### src/rtl/frame_pkg.sv
`default_nettype none
// ============================================================================
//  Module      : frame_pkg
//  Description : Shared definitions for the serial frame deserializer.
//                - frame_state_t : receive FSM states
//                - START_BIT     : line level of a start bit
//                - STOP_BIT      : line level of a valid stop bit
//  Revision    : 1.0  initial release
// ============================================================================
package frame_pkg;

    typedef enum logic [1:0] {
        IDLE   = 2'd0,
        DATA   = 2'd1,
        PARITY = 2'd2,
        STOP   = 2'd3
    } frame_state_t;

    localparam logic START_BIT = 1'b0;
    localparam logic STOP_BIT  = 1'b1;

endpackage : frame_pkg
`default_nettype wire

### src/rtl/serial_frame_deser.sv
`default_nettype none
// ============================================================================
//  Module      : serial_frame_deser
//  Description : Deserializes a strobed serial stream framed as
//                start(0), DATA_W data bits LSB-first, optional even parity,
//                stop(1). Each good word is offered through a one-entry
//                valid/ready output register; framing and overrun errors are
//                reported as one-cycle registered pulses.
//  Ports       : clk        - clock, all logic on posedge
//                rstn       - synchronous active-low reset
//                bit_in     - serial bit (registered upstream)
//                bit_en     - sample strobe; bit_in consumed only when 1
//                out_data   - received word
//                out_perr   - parity mismatch flag for out_data
//                out_valid  - output slot holds a word
//                out_ready  - consumer accepts when out_valid && out_ready
//                frame_err  - pulse: stop bit sampled low
//                overrun    - pulse: good word dropped, slot was full
//  Revision    : 1.0  initial release
// ============================================================================
module serial_frame_deser
    import frame_pkg::*;
#(
    parameter int DATA_W    = 8,
    parameter int PARITY_EN = 1
) (
    input  logic              clk,
    input  logic              rstn,
    input  logic              bit_in,
    input  logic              bit_en,
    output logic [DATA_W-1:0] out_data,
    output logic              out_perr,
    output logic              out_valid,
    input  logic              out_ready,
    output logic              frame_err,
    output logic              overrun
);

    localparam int              CNT_W      = (DATA_W > 1) ? $clog2(DATA_W) : 1;
    localparam logic [CNT_W-1:0] c_CNT_LAST = CNT_W'(DATA_W - 1);
    localparam logic            c_PAR_ON   = (PARITY_EN != 0);

    // ------------------------------------------------------------------
    // State and datapath registers with their next-state values
    // ------------------------------------------------------------------
    frame_state_t      r_state;
    frame_state_t      w_state_nxt;
    logic [CNT_W-1:0]  r_cnt;
    logic [CNT_W-1:0]  w_cnt_nxt;
    logic [DATA_W-1:0] r_shift;
    logic [DATA_W-1:0] w_shift_nxt;
    logic              r_perr_q;
    logic              w_perr_q_nxt;

    logic [DATA_W-1:0] r_out_data;
    logic [DATA_W-1:0] w_out_data_nxt;
    logic              r_out_perr;
    logic              w_out_perr_nxt;
    logic              r_out_valid;
    logic              w_out_valid_nxt;
    logic              r_frame_err;
    logic              w_frame_err_nxt;
    logic              r_overrun;
    logic              w_overrun_nxt;

    logic              w_slot_free;
    logic              w_load;

    // The slot can take a new word if it is empty, or if the consumer is
    // draining it in this very cycle.
    assign w_slot_free = !r_out_valid || out_ready;

    // ------------------------------------------------------------------
    // Next-state / output logic
    // ------------------------------------------------------------------
    always_comb begin
        w_state_nxt     = r_state;
        w_cnt_nxt       = r_cnt;
        w_shift_nxt     = r_shift;
        w_perr_q_nxt    = r_perr_q;
        w_load          = 1'b0;
        w_frame_err_nxt = 1'b0;
        w_overrun_nxt   = 1'b0;

        if (bit_en) begin
            unique case (r_state)
                IDLE: begin
                    if (bit_in == START_BIT) begin
                        w_state_nxt = DATA;
                        w_cnt_nxt   = '0;
                    end
                end

                DATA: begin
                    w_shift_nxt[r_cnt] = bit_in;
                    if (r_cnt == c_CNT_LAST) begin
                        w_cnt_nxt   = '0;
                        w_state_nxt = c_PAR_ON ? PARITY : STOP;
                    end else begin
                        w_cnt_nxt   = r_cnt + 1'b1;
                    end
                end

                PARITY: begin
                    // Even parity: data ones plus the parity bit must be even.
                    w_perr_q_nxt = c_PAR_ON & ((^r_shift) ^ bit_in);
                    w_state_nxt  = STOP;
                end

                STOP: begin
                    // A low stop bit is a framing error; it is not re-used
                    // as the start of the next frame.
                    w_state_nxt = IDLE;
                    if (bit_in == STOP_BIT) begin
                        if (w_slot_free) begin
                            w_load        = 1'b1;
                        end else begin
                            w_overrun_nxt = 1'b1;
                        end
                    end else begin
                        w_frame_err_nxt = 1'b1;
                    end
                end

                default: begin
                    w_state_nxt = IDLE;
                end
            endcase
        end

        // Output slot: a load wins over a simultaneous accept, keeping
        // valid high with the new word.
        w_out_data_nxt  = r_out_data;
        w_out_perr_nxt  = r_out_perr;
        w_out_valid_nxt = r_out_valid;
        if (w_load) begin
            w_out_data_nxt  = r_shift;
            w_out_perr_nxt  = c_PAR_ON & r_perr_q;
            w_out_valid_nxt = 1'b1;
        end else if (r_out_valid && out_ready) begin
            w_out_valid_nxt = 1'b0;
        end
    end

    // ------------------------------------------------------------------
    // FSM state register
    // ------------------------------------------------------------------
    always_ff @(posedge clk) begin
        if (!rstn) begin
            r_state <= IDLE;
        end else begin
            r_state <= w_state_nxt;
        end
    end

    // ------------------------------------------------------------------
    // Datapath and output registers
    // ------------------------------------------------------------------
    always_ff @(posedge clk) begin
        if (!rstn) begin
            r_cnt       <= '0;
            r_shift     <= '0;
            r_perr_q    <= 1'b0;
            r_out_data  <= '0;
            r_out_perr  <= 1'b0;
            r_out_valid <= 1'b0;
            r_frame_err <= 1'b0;
            r_overrun   <= 1'b0;
        end else begin
            r_cnt       <= w_cnt_nxt;
            r_shift     <= w_shift_nxt;
            r_perr_q    <= w_perr_q_nxt;
            r_out_data  <= w_out_data_nxt;
            r_out_perr  <= w_out_perr_nxt;
            r_out_valid <= w_out_valid_nxt;
            r_frame_err <= w_frame_err_nxt;
            r_overrun   <= w_overrun_nxt;
        end
    end

    assign out_data  = r_out_data;
    assign out_perr  = r_out_perr;
    assign out_valid = r_out_valid;
    assign frame_err = r_frame_err;
    assign overrun   = r_overrun;

endmodule : serial_frame_deser
`default_nettype wire

### config.mk
export PLATFORM = sky130hd
export DESIGN_NAME = serial_frame_deser
export DESIGN_NICKNAME = d
export VERILOG_FILES = /design/src/rtl/frame_pkg.sv /design/src/rtl/serial_frame_deser.sv
export SDC_FILE = /design/constraint.sdc
export NUM_CORES = 1
export LEC_CHECK = 0
export ABC_AREA = 1
export CORE_MARGIN = 4
export CORE_UTILIZATION = 40
export CTS_BUF_LIST = sky130_fd_sc_hd__clkbuf_4 sky130_fd_sc_hd__clkbuf_8
export DETAILED_ROUTE_END_ITERATION = 10
export SLEW_MARGIN = 20
export SYNTH_ARGS = -nofsm -noshare
export SYNTH_HDL_FRONTEND = slang
export SYNTH_SLANG_ARGS = --single-unit
### constraint.sdc
create_clock -name clk -period 1.72 [get_ports clk]
set_input_delay 0.172 -clock clk [delete_from_list [all_inputs] [get_ports clk]]
set_output_delay 0.172 -clock clk [all_outputs]
set_load 0.01 [all_outputs]
==> metrics.yaml <==
run_status: "finished clean"
synth_area_per_cell_um2: 7.56
intPower_w: 0.000803
portBuffers: 16
die_h_um: 62.7
p_sw_w: 0.000273
setup_violations: 0
yosysSeqAreaShare_pct: 43.6
path_max_fanout: 4
pwr-share-seq_pct: 58.9
setup_tns_ns: 0
relSlewSlack_pct: 74.1
start_util_pct: 42.6
cts_setup_buffers: 0
cts_root_buffer: "clkbuf_4"
grt_pass1_vias: 935
clkTransAtPathRegs_ns: 0.14
routabilityCongestion: 0.728
cts_buffers: 3
synth_top_family_by_area: "simple AND/OR/NAND/NOR gates"
cts-resized-gates: 0
p_leak_nw: 0.612
synth_compound_area_share_pct: 20.4
ctsHoldBuffers: 0
maxCapViolCount: 0
cts-htree-levels: 1
report.final.slew_viol_count: 0
clkPwrFrac_pct: 28.8
rsz0062_at_grt: "false"
ys_seq_elements: 26
synth_cells: 158
grt_use_total_pct: 13.4
fillers: 284
worst_setup_path_end_kind: "flop"
nNetsFinal: 192
dieArea_um2: 3930
min-delay-path-class: "reg -> reg"
power_density_nw_per_um2: 743
synthAdderAreaFrac_pct: 6.28
syn2layout_area_growth_pct: 21.2
io-pin-count: 17
cts_num_sinks: 26
skew_ns: 0.0116
viasPerCell: 4.89
ir_drop_mv: 0.425
clk_latency_ns: 0.33
dp_hpwl_um: 1820
fin_area_um2: 1450
critPathKind: "reg -> reg"
antenna_found_initial: 0
overflow: 0
remaining_drc_errors: 0
drtIter0Drc: 39
core-area_um2: 2810
drive_gt1_share_pct: 7.78
grt_pass1_wl_um: 4230
period_needed_ns: 1.49
hold_violations: 0
floorplan.rows: 19
antenna_cells: 0
first_pass_iters: 4
worst_slew_pin_slew_ns: 0.388
cp.arrival_ns: 1.71
switching_share_pct: 25.4
placed_area_um2: 1410
synth_area_um2: 1190
fp.dieW_um: 62.7
via_count: 1032
cts_tree: "built"
ant_nets: 0
power.share.combinational_pct: 12.2
wire_per_inst_um: 11.0
period_share_pct: 86.7
grt_max_degree: 17
cp-start-kind: "flop"
synthXorXnorAreaFrac_pct: 0.733
synth.area.mux_share_pct: 0
routed_wl_um: 2320
ys_types: 21
fmax_ghz: 0.671
rrSetupSlack_ns: 0.23
clk_path_buf_depth: 2
worstPathRequired_ns: 1.94
yosysWarnings: 0
synth_nets: 169
synth-simple-area-share_pct: 20.5
Yosys cell counts:
| master | n | area (um^2) |
|---|---|---|
| ha_1 | 6 | 75.1 |
| nand3_1 | 5 | 25.0 |
| nand2_1 | 31 | 116 |
| o21ai_2 | 1 | 8.76 |
| o21ai_0 | 16 | 80.1 |
| nor2_4 | 1 | 11.3 |
| a211oi_1 | 1 | 7.51 |
| a21boi_0 | 1 | 7.51 |
| nor2_1 | 14 | 52.6 |
| xor2_1 | 1 | 8.76 |
| inv_1 | 20 | 75.1 |
| o21ai_1 | 1 | 5.00 |
| a311oi_1 | 4 | 35.0 |
| nor3_1 | 4 | 20.0 |
| buf_6 | 1 | 11.3 |
| clkbuf_1 | 1 | 3.75 |
| a21oi_1 | 20 | 100 |
| inv_2 | 2 | 7.51 |
| clkinv_1 | 1 | 3.75 |
| nor2_8 | 1 | 20.0 |
| dfxtp_1 | 26 | 521 |
flip-flops by register name, indices dropped and copies added, names as in the netlist:
register,flops
out_data,8
r_shift,8
r_cnt,3
r_state,2
frame_err,1
out_perr,1
out_valid,1
overrun,1
r_perr_q,1
worst max-delay path: stages (launching register included):
cell and delay (ns):
dfxtp_1 0.40, inv_1 0.09, ha_1 0.23, a21boi_1 0.23, o21ai_1 0.17, o21ai_0 0.20
a21oi_1 0.06
layer usage:
| metal | global-route usage [%] | routed length, um | vias up |
|---|---|---|---|
| li1 | - | - | 563 |
| met1 | 17.0 | 1100 | 450 |
| met2 | 21.7 | 1110 | 17 |
| met3 | 3.06 | 94 | 2 |
| met4 | 5.79 | 14 | 0 |
| met5 | 0 | 0 | - |
placed cells by master (no fill, tap or decap):
cell,n
nand2_1,31
a21oi_1,20
clkinv_1,1
a311oi_1,4
a21boi_1,1
nor2_4,1
clkbuf_4,3
buf_4,4
xor2_1,1
nand3_1,5
nor2_8,1
clkdlybuf4s50_1,16
nor2_2,1
nor2_1,13
clkbuf_8,1
o21ai_2,1
inv_1,20
inv_2,2
o21ai_0,15
dfxtp_1,26
ha_1,6
o21ai_1,2
a211oi_1,1
nor3_1,4
power groups by stage:
stage	sequential (W)	clock, W	combinational [W]
4_1_cts	0.000634	0.000319	0.000131
6_report	0.000634	0.000310	0.000132
3_5_place_dp	0.000647	0	0.000130
2_1_floorplan	0.000645	0	0.0000810
3_3_place_gp	0.000646	0	0.000126
5_1_grt	0.000637	0.000345	0.000152
cell type report:
type,instances,area (um^2),share of cell area [%]
Clock buffer,4,36.3,2.51
Inverter,23,86.3,5.96
Multi-Input combinational cell,107,576,39.8
Sequential cell,26,520,36.0
Tap cell,31,38.8,2.68
Timing Repair Buffer,20,190,13.1
logic make-up after synthesis:
group / after synthesis
compound gates: 44
flops: 26
xor+xnor: 1
simple gates: 56
buf+inv: 25
fa+ha+maj: 6
path summary, 6_finish.rpt:
kind / from / end / cells past startpoint
worst max-delay path: r_state[0] / r_cnt[0] / 6
worst min-delay path: r_perr_q / out_perr / 2
worst max register to register: r_state[0] / r_cnt[0] / 6
worst min register to register: r_perr_q / out_perr / 2
stage by stage:
stage	total power (W)	instances	util [%]	worst slack, ns	hold WS [ns]
finish	0.00108	211	51.6	0.229	0.502
global route	0.00113	211	51.6	0.0783	0.537
CTS	0.00108	211	51.5	0.0820	0.507
detailed placement	0.000777	207	50.2	0.0762	0.472
global placement	0.000771	207	50.2	0.193	0.473
floorplan	0.000727	158	-	0.270	0.251
No activity file was read; power rests on OpenSTA's default activity.
